<file path="config.mk">
export PLATFORM = sky130hd
export DESIGN_NAME = sr_flag_bank
export DESIGN_NICKNAME = d
export VERILOG_FILES = /design/src/rtl/sr_flag_pkg.sv /design/src/rtl/sr_flag_chan.sv /design/src/rtl/sr_flag_bank.sv
export SDC_FILE = /design/constraint.sdc
export NUM_CORES = 1
export LEC_CHECK = 0
export ABC_AREA = 1
export ABC_CLOCK_PERIOD_IN_PS = 3400
export CORE_ASPECT_RATIO = 1.5
export CORE_MARGIN = 4
export CORE_UTILIZATION = 57
export CTS_BUF_LIST = sky130_fd_sc_hd__clkbuf_8
export DETAILED_ROUTE_END_ITERATION = 16
export PLACE_DENSITY = 0.95
export SYNTH_ARGS = -nofsm -noshare
export SYNTH_HDL_FRONTEND = slang
export SYNTH_HIERARCHICAL = 1
export SYNTH_SLANG_ARGS = --single-unit
</file>
<file path="constraint.sdc">
create_clock -name clk -period 3.4 [get_ports clk]
set_clock_uncertainty 0.05 [all_clocks]
set_input_delay 0.51 -clock clk [delete_from_list [all_inputs] [get_ports clk]]
set_output_delay 0.51 -clock clk [all_outputs]
set_load 0.03 [all_outputs]
</file>
<file path="src/rtl/sr_flag_pkg.sv">
// Shared constants for the set/reset flag bank: both-asserted response modes
// and the {set,clear} pair encoding.
package sr_flag_pkg;

  localparam int MODE_RDOM   = 0;
  localparam int MODE_SDOM   = 1;
  localparam int MODE_TOGGLE = 2;

  localparam logic [1:0] PAIR_HOLD = 2'b00;
  localparam logic [1:0] PAIR_SET  = 2'b10;
  localparam logic [1:0] PAIR_CLR  = 2'b01;
  localparam logic [1:0] PAIR_BOTH = 2'b11;

endpackage

</file>
<file path="src/rtl/sr_flag_chan.sv">
// One flag channel: glitch filter on the {set,clear} pair, the flag itself,
// its change pulse and its sticky event bit.
module sr_flag_chan
  import sr_flag_pkg::*;
#(
  parameter int   FILT = 3,
  parameter int   MODE = MODE_RDOM,
  parameter logic INIT = 1'b0
) (
  input  logic clk,
  input  logic rst,
  input  logic set,
  input  logic clear,
  input  logic clr_evt,
  output logic q,
  output logic chg,
  output logic evt
);

  localparam int            CW      = $clog2(FILT + 1);
  localparam logic [CW-1:0] CNT_MAX = CW'(FILT);

  logic [1:0]    pair;
  logic [1:0]    prev_pair;
  logic [CW-1:0] cnt;
  logic [CW-1:0] cnt_n;
  logic          fire;
  logic          q_n;
  logic          q_changes;

  assign pair = {set, clear};

  // The counter saturates at FILT, so a pair held indefinitely fires only once.
  // NOTE: every signal assigned in always_comb gets a default first so no
  // path leaves it unassigned and no latch is inferred.
  always_comb begin
    cnt_n = cnt;
    fire  = 1'b0;
    if (pair != prev_pair) begin
      cnt_n = CW'(1);
      fire  = (FILT == 1);
    end else if (cnt < CNT_MAX) begin
      cnt_n = cnt + 1'b1;
      fire  = (cnt_n == CNT_MAX);
    end
  end

  always_comb begin
    q_n = q;
    if (fire) begin
      case (pair)
        PAIR_SET:  q_n = 1'b1;
        PAIR_CLR:  q_n = 1'b0;
        PAIR_BOTH: begin
          if (MODE == MODE_SDOM)        q_n = 1'b1;
          else if (MODE == MODE_TOGGLE) q_n = ~q;
          else                          q_n = 1'b0;
        end
        default:   q_n = q;
      endcase
    end
  end

  assign q_changes = q_n ^ q;

  // evt rises together with chg, and a clear arriving while chg is still
  // high loses to it, so no change can slip past software unseen.
  // NOTE: state registers use non-blocking assignments so every flop samples
  // pre-edge values regardless of statement order.
  always_ff @(posedge clk) begin
    if (rst) begin
      q         <= INIT;
      chg       <= 1'b0;
      evt       <= 1'b0;
      prev_pair <= PAIR_HOLD;
      cnt       <= CNT_MAX;
    end else begin
      q         <= q_n;
      chg       <= q_changes;
      evt       <= q_changes | chg | (evt & ~clr_evt);
      prev_pair <= pair;
      cnt       <= cnt_n;
    end
  end

endmodule

</file>
<file path="src/rtl/sr_flag_bank.sv">
// Bank of CH independent filtered set/reset flags with change pulses,
// sticky event bits and an interrupt summary.
module sr_flag_bank
  import sr_flag_pkg::*;
#(
  parameter int          CH   = 8,
  parameter int          FILT = 3,
  parameter int          MODE = MODE_RDOM,
  parameter logic [CH-1:0] INIT = '0
) (
  input  logic          clk,
  input  logic          rst,
  input  logic [CH-1:0] set,
  input  logic [CH-1:0] clear,
  input  logic [CH-1:0] clr_evt,
  output logic [CH-1:0] q,
  output logic [CH-1:0] qbar,
  output logic [CH-1:0] chg,
  output logic [CH-1:0] evt,
  output logic          irq
);

  if (CH < 1 || FILT < 1 || MODE < MODE_RDOM || MODE > MODE_TOGGLE) begin : g_bad_param
    $fatal(1, "sr_flag_bank: illegal parameters CH=%0d FILT=%0d MODE=%0d", CH, FILT, MODE);
  end

  for (genvar i = 0; i < CH; i++) begin : g_chan
    sr_flag_chan #(
      .FILT (FILT),
      .MODE (MODE),
      .INIT (INIT[i])
    ) u_chan (
      .clk     (clk),
      .rst     (rst),
      .set     (set[i]),
      .clear   (clear[i]),
      .clr_evt (clr_evt[i]),
      .q       (q[i]),
      .chg     (chg[i]),
      .evt     (evt[i])
    );
  end

  assign qbar = ~q;
  assign irq  = |evt;

endmodule

</file>
==> flow_metrics.py <==
metrics = {
    "synthesis": {
        "syn_nets": 441,
        "synth-edff-count": 0,
        "postSynthCellCount": 399,
        "synth.area.top_cells": "dfxtp_1 39%, nand2_1 11%, inv_1 10%",
        "yosysTopAreaCell": "dfxtp_1",
        "synth.ff_latch_count": 56,
        "synth_top_area_share_pct": 38.7,
        "synthArstFlopShare_pct": 0,
        "yosys_warnings": 6,
        "yosysSeqAreaShare_pct": 38.7,
        "yosysMostFrequentCell": "nand2_1",
        "ys.flop_type": "dfxtp_1",
        "syn_avg_cell_area_um2": 7.27,
        "yosys-top-cells-count": "85 x nand2_1, 80 x inv_1, 56 x dfxtp_1",
        "ys_types": 16,
        "synth_area_um2": 2900,
    },
    "min_path": {
        "min_from": "g_chan[6].u_chan/chg",
        "hold_path.class": "reg -> reg",
    },
    "clocking": {
        "cts_setup_buffers": 0,
        "hold_buffers": 0,
        "clk_pin_slew_ps": 100,
        "cts_tree": "yes",
        "cts_buffers": 5,
        "clock_path_buffers": 2,
        "insertion_delay_ps": 310,
        "cts_root_buf": "clkbuf_8",
        "clkSinkCount": 56,
        "ctsResizeCount": 0,
        "h-tree-depth": 2,
    },
    "setup_path": {
        "crit_slowest_cell": "clkdlybuf4s50_1",
        "crit_chain": "inv_1, nand2_1, nor2_1, nand2_1, clkdlybuf4s50_1",
        "end_kind": "primary output",
        "cp.arrival_ps": 1580,
        "cpMostUsedCell": "nand2_1",
        "r2r_cells": 7,
        "worstPathRequired_ps": 2840,
        "r2r_start": "g_chan[5].u_chan/cnt[0]",
        "crit_type": "reg -> out",
        "crit-reg2reg-capture": "g_chan[5].u_chan/q",
        "start_kind": "register",
        "crit_fanout": 3,
        "worstSetupEndpoint": "irq",
        "r2r_setup_slack_ps": 2150,
        "cp_slowest_stage_delay_ps": 670,
        "crit_path_start": "g_chan[6].u_chan/evt",
    },
    "finish": {
        "fillCellCount": 390,
        "syn_to_final_growth_pct": 26.3,
        "nets": 507,
        "regArea_um2": 1120,
        "num_antenna_cells": 0,
        "multi_input_area_um2": 1380,
        "layout-drive-gt1-share_pct": 15.7,
    },
    "sta": {
        "period_share_pct": 63.0,
        "finalHoldViolations": 0,
        "slew_headroom_pct": 72.1,
        "worstMarginPinSlew_ps": 419,
        "final-max-slew-violation-count": 0,
        "grt_setup_unrepaired": "no",
        "period_needed_ps": 2140,
        "finalSetupViolations": 0,
        "max_freq_ghz": 0.467,
        "setup_tns_ps": 0,
    },
    "floorplanning": {
        "io_pins": 59,
        "die_y_um": 95.3,
        "start_util_pct": 59.3,
        "die_area_um2": 6310,
        "rows": 31,
        "die_w_um": 66.2,
        "core_area_um2": 4890,
    },
    "drt": {
        "drc_errors": 0,
        "wl_per_cell_um": 11.4,
        "drt_iter0_markers": 70,
        "wl_mm": 6.05,
        "vias": 2565,
        "drt_first_pass_iters": 5,
        "drtAntennaViolNets": 0,
        "via_per_inst": 4.82,
    },
    "place": {
        "place_hpwl_mm": 4.73,
        "routabilityCongestion": 0.766,
        "numPortBuffers": 58,
    },
    "power_and_ir_drop": {
        "power.density_nw_per_um2": 355,
        "intPower_uw": 940,
        "power.total_uw": 1300,
        "vdd_drop_max_mv": 0.296,
        "swShare_pct": 27.7,
        "combPwrFrac_pct": 17.2,
        "clkPwrFrac_pct": 28.7,
        "p_leak_uw": 0.00177,
        "p_seq_share_pct": 54.1,
        "switchingPower_uw": 361,
    },
    "global_routing": {
        "overflow": 0,
        "antenna_found_initial": 0,
        "grt_pass1_wl_mm": 10.4,
        "grt_max_degree": 33,
        "grt_usage_pct": 21.1,
        "grt_pass1_vias": 2583,
    },
    "flow_run": {
        "max-cap-violations": 0,
    },
    "status": {
        "status": "completed",
    },
}
cell families (layout without fill, tap and decap cells):
| logic type | count (synthesis) | in the layout | synth area share (%) |
|---|---|---|---|
| xor gates and xnor gates | 8 | 8 | 2.42 |
| adders and majority gates | 16 | 16 | 6.91 |
| buffers and inverters | 104 | 171 | 13.8 |
| DFF | 56 | 56 | 38.7 |
| and+or+nand+nor | 183 | 183 | 32.7 |
| AOI/OAI and AO/OA | 32 | 32 | 5.52 |
metrics by stage:
step | setup slack, ps | utilization [%] | instance area [um2] | hold WS, ps | instances
3_3_place_gp | 1590 | 73.0 | 3570 | 417 | 524
2_1_floorplan | 1960 | - | 2900 | 452 | 399
3_5_place_dp | 1550 | 73.0 | 3570 | 432 | 524
5_1_grt | 1140 | 74.9 | 3660 | 496 | 532
6_report | 1260 | 74.9 | 3660 | 451 | 532
4_1_cts | 1230 | 74.9 | 3660 | 453 | 532
layout by cell type (no fill, tap or decap):
cell type and instances:
nand3_1 8, dfxtp_1 56, clkdlybuf4s50_1 58, inv_1 80
nand2_2 16, o21ai_1 8, nand2_1 85, nor2_4 8
o21ai_0 24, clkbuf_8 6, buf_4 1, clkinv_2 10
ha_1 16, xor2_1 8, nor2_1 34, nand2_4 8
nor3_2 8, inv_2 16, nand4_1 16
per-layer routing:
metal	wire length (um)	GRT usage, %	share of wire, %
met1	2280	21.3	38
met3	176	3.89	2.9
met4	138	8.64	2.3
met2	3450	41.1	57
met5	0	0	0
final cells by class:
type	instances	share of cell area [%]
tap	66	2.25
multi-input combinational	239	37.6
clock buffer	6	2.25
inverter	104	10.9
clock inverter	2	0.273
sequential	56	30.6
timing repair buffer	59	16.1
critical path, delay by kind of cell, from the launching register on:
kind	cells	cell delay [ps]
buffers and inverters	2	720
DFF	1	370
and+or+nand+nor	3	180
how the worst min path moves through the flow:
stage / end / slack, ps / cells past startpoint
2_1_floorplan: g_chan[0].u_chan/cnt[0] / 450 / 2
3_3_place_gp: g_chan[2].u_chan/evt / 420 / 2
3_5_place_dp: g_chan[2].u_chan/evt / 430 / 2
4_1_cts: g_chan[6].u_chan/evt / 450 / 2
5_1_grt: g_chan[7].u_chan/evt / 500 / 2
6_report: g_chan[6].u_chan/evt / 450 / 2
power groups by stage:
| stage | registers [uW] | clock network, uW | logic, uW |
|---|---|---|---|
| 3_3_place_gp | 716 | 0 | 209 |
| 4_1_cts | 703 | 384 | 225 |
| 5_1_grt | 708 | 408 | 250 |
| 3_5_place_dp | 718 | 0 | 221 |
| 6_report | 704 | 373 | 224 |
| 2_1_floorplan | 719 | 0 | 141 |
sequential cells by signal (all words and copies together) (netlist names):
register	flops
g_chan.u_chan/evt	8
g_chan.u_chan/chg	8
g_chan.u_chan/q	8
g_chan.u_chan/prev_pair	16
g_chan.u_chan/cnt	16
Power figures use the tool's default switching activity.
